==> src/rtl/relogio_ctrl.sv <==
// Timekeeping controller: 1 Hz prescaler, seconds count, button conditioning and
// RUN/SET_H/SET_M mode FSM driving minute/hour counter enables and the display blink flag.
module relogio_ctrl #(
    parameter int unsigned CLK_HZ     = 50_000_000,
    parameter int unsigned DEB_CYCLES = 500_000
) (
    input  logic       maq_h_clock,
    input  logic       maq_h_reset,
    input  logic       btn_mode,
    input  logic       btn_inc,
    input  logic [3:0] min_lsd,
    input  logic [2:0] min_msd,
    output logic       tick_1hz,
    output logic [5:0] sec_o,
    output logic       m_en,
    output logic       h_en,
    output logic [1:0] mode_o,
    output logic       blink
);

    localparam int unsigned PW      = (CLK_HZ > 1) ? $clog2(CLK_HZ) : 1;
    localparam int unsigned DW      = (DEB_CYCLES > 1) ? $clog2(DEB_CYCLES + 1) : 1;
    localparam int unsigned NBTN    = 2;
    localparam int unsigned BTN_MOD = 0;
    localparam int unsigned BTN_INC = 1;

    localparam logic [PW-1:0] PRESC_LAST = PW'(CLK_HZ - 1);
    localparam logic [PW-1:0] PRESC_HALF = PW'(CLK_HZ / 2 - 1);
    localparam logic [DW-1:0] DEB_LAST   = DW'(DEB_CYCLES - 1);
    localparam logic [5:0]    SEC_LAST   = 6'd59;

    typedef enum logic [1:0] {
        RUN   = 2'b00,
        SET_H = 2'b01,
        SET_M = 2'b10
    } mode_e;

    mode_e              mode_q, mode_d;
    logic [PW-1:0]      presc_q, presc_d;
    logic [5:0]         sec_q, sec_d;
    logic               tick_q, tick_d;
    logic               m_en_q, m_en_d;
    logic               h_en_q, h_en_d;
    logic               phase_q, phase_d;
    logic               blink_q, blink_d;
    logic [NBTN-1:0]    sync1_q, sync1_d;
    logic [NBTN-1:0]    sync2_q, sync2_d;
    logic [NBTN-1:0]    deb_q, deb_d;
    logic [DW-1:0]      deb_cnt_q [NBTN];
    logic [DW-1:0]      deb_cnt_d [NBTN];
    logic [NBTN-1:0]    press_c;
    logic               wrap_c;

    // Synchronize and debounce both buttons; a press is the debounced 0->1 update cycle.
    always_comb begin
        sync1_d   = {btn_inc, btn_mode};
        sync2_d   = sync1_q;
        deb_d     = deb_q;
        deb_cnt_d = deb_cnt_q;
        press_c   = '0;
        for (int b = 0; b < int'(NBTN); b++) begin
            if (sync2_q[b] == deb_q[b]) begin
                deb_cnt_d[b] = '0;
            end else if (deb_cnt_q[b] == DEB_LAST) begin
                deb_d[b]     = sync2_q[b];
                deb_cnt_d[b] = '0;
                press_c[b]   = sync2_q[b];
            end else begin
                deb_cnt_d[b] = deb_cnt_q[b] + DW'(1);
            end
        end
    end

    // Mode FSM next state together with prescaler, seconds and enable pulses.
    always_comb begin
        wrap_c  = (presc_q == PRESC_LAST);
        mode_d  = mode_q;
        presc_d = wrap_c ? '0 : presc_q + PW'(1);
        sec_d   = sec_q;
        tick_d  = wrap_c;
        m_en_d  = 1'b0;
        h_en_d  = 1'b0;
        phase_d = phase_q ^ (wrap_c || (presc_q == PRESC_HALF));

        case (mode_q)
            RUN: begin
                if (press_c[BTN_MOD]) begin
                    mode_d = SET_H;
                end
                if (wrap_c) begin
                    if (sec_q == SEC_LAST) begin
                        sec_d  = '0;
                        m_en_d = 1'b1;
                        h_en_d = (min_msd == 3'd5) && (min_lsd == 4'd9);
                    end else begin
                        sec_d = sec_q + 6'd1;
                    end
                end
            end
            SET_H: begin
                if (press_c[BTN_MOD]) begin
                    mode_d = SET_M;
                end else if (press_c[BTN_INC]) begin
                    h_en_d = 1'b1;
                end
            end
            SET_M: begin
                // Leaving set mode restarts the second from zero.
                if (press_c[BTN_MOD]) begin
                    mode_d  = RUN;
                    sec_d   = '0;
                    presc_d = '0;
                end else if (press_c[BTN_INC]) begin
                    m_en_d = 1'b1;
                end
            end
            default: begin
                mode_d = RUN;
            end
        endcase

        blink_d = (mode_d == RUN) || phase_d;
    end

    always_ff @(posedge maq_h_clock or negedge maq_h_reset) begin
        if (!maq_h_reset) begin
            mode_q    <= RUN;
            presc_q   <= '0;
            sec_q     <= '0;
            tick_q    <= 1'b0;
            m_en_q    <= 1'b0;
            h_en_q    <= 1'b0;
            phase_q   <= 1'b0;
            blink_q   <= 1'b1;
            sync1_q   <= '0;
            sync2_q   <= '0;
            deb_q     <= '0;
            deb_cnt_q <= '{default: '0};
        end else begin
            mode_q    <= mode_d;
            presc_q   <= presc_d;
            sec_q     <= sec_d;
            tick_q    <= tick_d;
            m_en_q    <= m_en_d;
            h_en_q    <= h_en_d;
            phase_q   <= phase_d;
            blink_q   <= blink_d;
            sync1_q   <= sync1_d;
            sync2_q   <= sync2_d;
            deb_q     <= deb_d;
            deb_cnt_q <= deb_cnt_d;
        end
    end

    assign tick_1hz = tick_q;
    assign sec_o    = sec_q;
    assign m_en     = m_en_q;
    assign h_en     = h_en_q;
    assign mode_o   = mode_q;
    assign blink    = blink_q;

endmodule

==> config.mk <==
export PLATFORM = sky130hd
export DESIGN_NAME = relogio_ctrl
export DESIGN_NICKNAME = d
export VERILOG_FILES = /design/src/rtl/relogio_ctrl.sv
export SDC_FILE = /design/constraint.sdc
export NUM_CORES = 1
export LEC_CHECK = 0
export CAP_MARGIN = 10
export CORE_UTILIZATION = 35
export DETAILED_ROUTE_END_ITERATION = 6
export PLACE_DENSITY = 0.57
export REMOVE_ABC_BUFFERS = 1
export SLEW_MARGIN = 20
export SYNTH_ARGS = -nofsm -noshare
export SYNTH_HDL_FRONTEND = slang
export SYNTH_SLANG_ARGS = --single-unit
==> constraint.sdc <==
create_clock -name maq_h_clock -period 2.75 [get_ports maq_h_clock]
set_clock_uncertainty 0.15 [all_clocks]
set_input_delay 0.55 -clock maq_h_clock [delete_from_list [all_inputs] [get_ports maq_h_clock]]
set_output_delay 0.55 -clock maq_h_clock [all_outputs]
set_load 0.02 [all_outputs]
# Word level (Yosys, flattened, before mapping)
# Cells that the tools add are included.
[op_classes]
addsub = 4
multipliers = 0
n_div = 0
order_cmp = 0
n_eq_ne = 13
shift = 0
muxes = 27
bitwise_logic = 3
n_reduce_logical = 9
[op_table]
columns = ["op", "count"]
rows = [
  ["2-to-1 mux 26 bit", 3],
  ["2-to-1 mux 19 bit", 4],
  ["adder 19 x 1 -> 19 bit (second input constant)", 2],
  ["== test 19 bit (second input constant)", 2],
  ["adder 26 x 1 -> 26 bit (second input constant)", 1],
  ["== test 26 x 25 -> 1 bit (second input constant)", 1],
  ["== test 26 bit (second input constant)", 1],
  ["2-to-1 mux 6 bit", 3],
  ["case mux 6 bit (2 select lines)", 1],
  ["2-to-1 mux 1 bit", 10],
  ["adder 6 x 1 -> 6 bit (second input constant)", 1],
  ["== test 6 bit (second input constant)", 1],
  ["2-to-1 mux 2 bit", 3],
  ["case mux 2 bit (3 select lines)", 1],
  ["== test 4 bit (second input constant)", 1],
  ["zero test 2 bit", 2],
  ["!= test 2 bit (second input constant)", 2],
  ["case mux 1 bit (2 select lines)", 2],
  ["AND reduction 2 bit", 2],
  ["== test 3 bit (second input constant)", 1],
  ["AND reduction 3 bit", 1],
  ["== test 1 bit", 2],
  ["== test 2 x 1 -> 1 bit (second input constant)", 1],
  ["== test 2 bit (second input constant)", 1],
  ["5 further kinds", 7],
]
[word_totals]
ff_bits = 83
latchBits = 0
ram_bits = 0
mem_bits_ro = 0
in_bits = 11
word_cells = 70
mem_count = 0

# Longest topological paths before layout
# Gate-level depths: netlist of run 1.
[depth]
ltp_word = 7
depth_mapped = 8
ltp_nobuf = 6

# Least setup slack after synthesis of run 1
# Ideal clock, no wire load.
[synth_timing]
path_type = "register -> register"
startpoint = "reg deb_cnt_q[0] (netlist bit)"
endpoint = "reg deb_cnt_q[10] (netlist bit)"
arrival_ns = 1.756
setup_slack_ns = 0.723
stages_incl_launch_ff = 9
path_buffers = 2
period_less_slack_ns = 2.027
cell_sequence = "dfrtp_1 -> ha_1 -> and4_1 -> nand3_1 -> nor4_1 -> or2_2 -> buf_2 -> buf_2 -> nor2_1"
[synth_rtl]
columns = ["item", "line_no", "rtl"]
rows = [
  ["from (decl)", "49", "logic [DW-1:0] deb_cnt_q [NBTN];"],
  ["from (signal assigned)", "151", "deb_cnt_q <= deb_cnt_d;"],
]

# Worst setup path in the final report of run 1
[layout_timing]
startpoint = "reg mode_q[1] (netlist: mode_o[1])"
endpoint = "out mode_o[1]"
[layout_rtl]
columns = ["item", "line_no", "rtl"]
rows = [
  ["from (decl)", "38", "mode_e mode_q, mode_d;"],
  ["from (signal assigned)", "140", "mode_q <= mode_d;"],
  ["to (decl)", "17", "output logic [1:0] mode_o,"],
]
# No word-level cell between the ends.

==> qor.txt, run 1 <==
Result of the run -> finished, final reports clean
Worst Hold Class -> primary input to async pin
Final period util -> 86.6%
Async SR Flop Fraction -> 100%
Width of the die -> 111 um
Clock Path Buffers -> 2
Placement Setup Slack -> 0.432 ns
H-Tree Depth -> 3
Routed len/inst -> 13.9 um
Final worst path period need -> 2.38 ns
Starting Density -> 35.9%
Initial DRC Count -> 146
Pre-Repair DR Iteration Count -> 4
Sort of element at the end of the critical path -> output pin
TritonCTS clock tree -> yes
Number of buffers inserted by post-CTS setup repair -> 0
Placeable core area -> 0.0115 mm2
CP arrival -> 1.68 ns
Max Fanout on Critical Path -> 14
Later-pin clock latency in the skew report -> 0.33 ns
Port bufs -> 22
Power per cell area -> 527 mW/mm2
Highest Clock Rate -> 420 MHz
Largest family of logic cells by synthesized area -> simple AND/OR/NAND/NOR gates
Max incr delay on CP -> 0.70 ns
Sum of negative setup slack -> 0 ns
Worst-Margin Slew -> 0.499 ns
Hold violation count in the final report -> 0
Crit path buf inv count -> 1
Total standard cell area after synthesis -> 0.00412 mm2
Post-route worst hold slack -> 0.0180 ns
Post-layout power -> 2540 uW
Required arrival time at the worst endpoint -> 2.05 ns
Final global-route overflow total -> 0
Number of vias per cell after detailed routing -> 5.08
Synthesized flop and latch total -> 83
Count of antenna diodes in the layout -> 0
Standard-cell rows -> 39
Setup violation total in the final timing report -> 0
Placed instance area -> 0.00452 mm2
Fraction of power spent switching nets -> 20.1%
Worst-case setup margin in the final layout -> 0.369 ns
Int Power -> 2030 uW
Synthesis Warnings -> 0
Worst path top cell family by delay -> buffers and inverters
Net switching power figure -> 513 uW
Total number of vias -> 3,024
Worst relative slew slack -> 66.7%
FILL cells -> 1,100
CTS clock-pin slew for the worst setup and hold paths -> 0.06 ns
CTS-repair resized insts -> 0
CP startpoint kind -> flop
Combinational group share of total power -> 2.7%
Hold-fix buffer count after cts -> 0
Critical path, cell by cell -> clkdlybuf4s50_1
Sequential cell area -> 0.00208 mm2
Predominant post-synthesis flop cell -> dfrtp_1
Peak ir drop on the vdd network -> 0.342 mV
Share of cell area taken by muxes after synthesis -> 0.547%
Clock sink total -> 83
Setup Crit Path Kind -> flop to output pin
Cell with the largest stage delay on the worst path -> clkdlybuf4s50_1
DRC violations left -> 0
First-pass GRT wire length -> 14.5 mm
Unrepaired setup endpoints after global routing -> false
Reg-to-reg slack, setup -> 0.43 ns
Pin count of the biggest net entering global routing -> 52
Area fraction in compound gates after synthesis -> 3.28%
Antenna viol nets, final -> 0
Final slew viol count -> 0
Cells after synthesis -> 418
Final instance area -> 0.00483 mm2
Number of global-route vias before repair -> 3,050
Avg Synthesized Cell Area -> 9.86 um2
Number of antenna violations at the first check in global routing -> 0
Sequential element share of the synthesized area -> 50.4%
Synthesized-area fraction occupied by and/or/nand/nor cells -> 28.7%
Max_cap viols -> 0
Area of the multi-input gates -> 0.00194 mm2
Aggregate global-route resource usage -> 14.5%
Leakage -> 0.00206 uW
Area of the die -> 0.0122 mm2
Relative area change from synthesis to final layout -> 17.2%
Share of post-route cells with drive strength above 1 -> 7.96%
TritonCTS buffer count -> 9
CTS Root Buffer Type -> clkbuf_16
Dpl hpwl -> 5.69 mm
Post-synthesis cell type count -> 52
Top Ports -> 23
Gpl congestion -> 0.795
Die height -> 111 um
Synth Area in Adders -> 1.21%
Area share of xor/xnor cells in the synthesized design -> 13.4%
Post-synth EDFFs -> 0
Routed Wire Length -> 8.25 mm
Sequential share of power -> 48.8%
Number of nets in the layout -> 462
Fraction of power consumed by the clock network -> 48.6%
-- cell type report --
| class | count | area share (%) |
|---|---|---|
| Multi-Input combinational cell | 313 | 40.1 |
| Inverter | 12 | 0.932 |
| Tap cell | 143 | 3.70 |
| Clock buffer | 12 | 5.52 |
| Timing Repair Buffer | 28 | 5.70 |
| Clock inverter | 4 | 0.984 |
| Sequential cell | 83 | 43.0 |
-- cell usage after synthesis (3+ instances only) --
library cell	number	share of area [%]
xnor2_1	33	7.0
nand4_1	15	2.3
ha_1	4	1.2
nand2_1	26	2.4
nor4bb_1	3	0.73
buf_2	4	0.49
and2_1	3	0.46
inv_1	12	1.1
nor2_1	86	7.8
and3_1	7	1.1
nor3_1	16	1.9
o21ai_0	3	0.36
clkbuf_1	4	0.36
dfrtp_1	82	50
and4_1	5	1.1
nand3_1	29	3.5
nor4_1	10	1.5
a31oi_1	3	0.46
xor2_1	28	6.0
-- cell usage in the layout, fill, tap and decap left out, types with 3 or more instances in the layout --
master and instances:
nand4_1 15, clkbuf_8 3, nand2_1 26, nor4_1 10, and3_1 7, nor3_1 16, and2_1 3, clkbuf_16 9
nand3_1 29, buf_4 6, nor2_1 86, xor2_1 28, inv_1 12, a31oi_1 3, dfrtp_1 82, clkdlybuf4s50_1 21
ha_1 4, nor4bb_1 3, xnor2_1 33, and4_1 5, o21ai_0 3
-- sequential cells by signal (all words and copies together), names as in the netlist, 2 cells and up --
| signal | count |
|---|---|
| presc_q | 26 |
| deb_cnt_q | 38 |
| mode_o | 2 |
| sync1_q | 2 |
| deb_q | 2 |
| sync2_q | 2 |
| sec_o | 6 |
-- power by group through the flow --
stage	combinational [uW]	sequential, uW	clock, uW
6_report	67.5	1240	1240
5_1_grt	78.9	1240	1330
4_1_cts	71.0	1240	1280
3_5_place_dp	71.0	1260	0
3_3_place_gp	69.1	1260	0
2_1_floorplan	20.9	1260	0
-- through the flow --
step | instances | utilization, %
after floorplan | 408 | -
after global placement | 579 | 39.4
after detailed placement | 579 | 39.4
after CTS | 595 | 42.1
after global routing | 595 | 42.1
final | 595 | 42.1
-- logic make-up after synthesis --
| family | Yosys count |
|---|---|
| mux | 2 |
| xor+xnor | 62 |
| buf+inv | 22 |
| compound gates | 18 |
| fa+ha+maj | 4 |
| flops | 83 |
| simple gates | 227 |
-- metal layers --
metal / part of all wire [%] / track usage, % / routed length, um / up-vias
met5: 0 / 0 / 0 / -
met4: 0.90 / 5.16 / 74 / 0
met3: 3.5 / 3.46 / 285 / 6
met2: 44 / 22.0 / 3670 / 36
met1: 51 / 20.2 / 4230 / 1476
li1: - / - / - / 1506
-- worst paths after layout --
kind	depth (start not counted)	endpoint	start
setup / recovery	1	mode_o[1]	mode_o[1]
hold / removal	1	deb_cnt_q[33]	maq_h_reset
setup reg to reg	6	presc_q[2]	deb_cnt_q[24]
hold reg to reg	0	sync2_q[1]	sync1_q[1]
max in group asynchronous	2	blink	maq_h_reset
min in group maq_h_clock	0	sync2_q[1]	sync1_q[1]
Power figures use the tool's default switching activity.
==> run 2, diff against run 1 <==
Settings changed: CORE_UTILIZATION 35 to 45, PLACE_DENSITY 0.57 to 0.69.
==> run 2 against run 1 <==
The run now ends with DRC left. Via count grew 0.50%. Worst setup slack worse by 0.0018 ns. Final area shrank 2.1%. First-iteration DRC count grew 22%. Critical path depth unchanged. Non-clock buffer count is 1 lower. Clock power down 6%. Sequential share of layout area increased by 0.92 points. Worst hold slack got worse by 0.010 ns. Count of clock-buffer cells in the layout down 2. Critical endpoint unchanged. Largest power group unchanged.
==> qor.txt, run 2 (synthesis gave the netlist of run 1 again) <==
Number of cells traversed by the worst register-to-register path -> 6
Net switching power figure -> 507 uW
Width of the die -> 97.7 um
Required arrival time at the worst endpoint -> 2.05 ns
Routed len/inst -> 14.4 um
Sum of negative setup slack -> 0 ns
Pin count of the biggest net entering global routing -> 50
Number of buffers inserted by post-CTS setup repair -> 0
Critical path, cell by cell -> clkdlybuf4s50_1
Port bufs -> 22
Pre-Repair DR Iteration Count -> 6
H-Tree Depth -> 3
CTS-repair resized insts -> 0
Cell with the largest stage delay on the worst path -> clkdlybuf4s50_1
TritonCTS buffer count -> 9
Setup violation total in the final timing report -> 0
Clock sink total -> 83
Number of cells in the finished layout apart from fillers -> 559
Clock Path Buffers -> 2
Biggest register -> deb_cnt_q
First-pass GRT wire length -> 14.2 mm
Final period util -> 86.6%
Setup Crit Path Kind -> flop to output pin
Number of global-route vias before repair -> 3,032
Highest Clock Rate -> 420 MHz
Number of vias per cell after detailed routing -> 5.44
Routed Wire Length -> 8.06 mm
Max_cap viols -> 0
Total number of vias -> 3,039
Final global-route overflow total -> 0
Failing checks -> DRC
Post-layout power -> 2460 uW
Highest-count cells in the layout ignoring fill and taps -> nor2_1 (86), dfrtp_1 (82), xnor2_1 (33), nand3_1 (29), xor2_1 (28)
Die height -> 97.7 um
Count of antenna diodes in the layout -> 0
Number of cells on the critical path -> 1
Worst path top cell family by delay -> buffers and inverters
Aggregate global-route resource usage -> 18.6%
Placeable core area -> 0.00881 mm2
Relative area change from synthesis to final layout -> 14.8%
TritonCTS clock tree -> yes
Worst-Margin Slew -> 0.577 ns
Most common cell after layout, fill and taps aside -> nor2_1
Number of nets in the layout -> 461
Reg2Reg Capture Point -> presc_q[5]
DRC violations left -> 3
Peak ir drop on the vdd network -> 0.364 mV
Max incr delay on CP -> 0.70 ns
Reg2reg start -> deb_cnt_q[30]
CP startpoint kind -> flop
Unrepaired setup endpoints after global routing -> false
Result of the run -> finished, violations left
Endpoint of the most critical setup path -> mode_o[1]
Worst Hold Class -> primary input to async pin
Fraction of power spent switching nets -> 20.6%
Share of post-route cells with drive strength above 1 -> 7.54%
Final worst path period need -> 2.38 ns
Crit path buf inv count -> 1
Fraction of power consumed by the clock network -> 47.0%
Placed instance count -> 543
Final slew viol count -> 0
Power per cell area -> 521 mW/mm2
Gpl congestion -> 0.824
Later-pin clock latency in the skew report -> 0.35 ns
Worst setup path startpoint -> mode_o[1]
Placed instance area -> 0.00447 mm2
Final standard cell utilization of the core -> 53.7%
Max Fanout on Critical Path -> 14
Initial DRC Count -> 178
Final instance area -> 0.00473 mm2
Sequential share of power -> 50.3%
Starting Density -> 46.8%
CP arrival -> 1.68 ns
Reg-to-reg slack, setup -> 0.41 ns
Worst relative slew slack -> 61.2%
Dpl hpwl -> 5.63 mm
Leakage -> 0.00203 uW
Area of the die -> 0.00954 mm2
Sort of element at the end of the critical path -> output pin
Standard-cell rows -> 34
Top Ports -> 23
CTS Root Buffer Type -> clkbuf_8
Number of antenna violations at the first check in global routing -> 0
Int Power -> 1960 uW
Number of flip-flops under the largest register name -> 38
Hold-fix buffer count after cts -> 0
Antenna viol nets, final -> 0
Hold violation count in the final report -> 0
Combinational group share of total power -> 2.7%
CTS clock-pin slew for the worst setup and hold paths -> 0.09 ns
==> run 2: cell count changes in the layout (fill, tap and decap cells not counted) <==
cell,before,now
clkbuf_16,9,0
clkbuf_8,3,9
bufinv_16,1,4
buf_4,6,5
clkbuf_1,0,1
clkinv_2,2,1
clkinvlp_4,1,0
inv_8,0,1
==> run 2: power groups by stage <==
stage | logic, uW | registers, uW | clock network (uW)
3_3_place_gp | 68.0 | 1260 | 0
4_1_cts | 69.8 | 1240 | 1180
5_1_grt | 78.3 | 1240 | 1230
2_1_floorplan | 20.9 | 1260 | 0
3_5_place_dp | 69.7 | 1260 | 0
6_report | 66.8 | 1240 | 1160
==> run 2: metal layers <==
metal  GRT usage [%]  part of all wire [%]  vias to the layer above
li1                -                     -                     1498
met1            25.6                    49                     1500
met2            29.9                    48                       30
met3            3.31                   2.5                       11
met4            5.71                   1.2                        0
met5               0                     0                        -
==> run 2: metrics by stage <==
step / setup WS, ns / hold slack (ns)
finish: 0.367 / 0.00792
global route: 0.272 / 0.0342
CTS: 0.356 / 0.00679
detailed placement: 0.432 / 0.187
global placement: 0.429 / 0.184
floorplan: 0.652 / 0.104
==> run 2: layout make-up <==
type / count / area [um2]
inverter: 12 / 45.0
clock inverter: 6 / 136
clock buffer: 10 / 128
multi-input combinational: 313 / 1940
tap: 108 / 135
fill: 799 / 4080
sequential: 83 / 2080
timing repair buffer: 27 / 268
==> run 2: how the worst min path moves through the flow <==
stage	slack [ns]	cells past startpoint	endpoint
finish	0.008	1	deb_cnt_q[22]
global route	0.03	1	deb_cnt_q[35]
CTS	0.007	1	deb_cnt_q[35]
detailed placement	0.19	0	sync2_q[0]
global placement	0.18	0	sync2_q[0]
floorplan	0.10	0	deb_cnt_q[0]
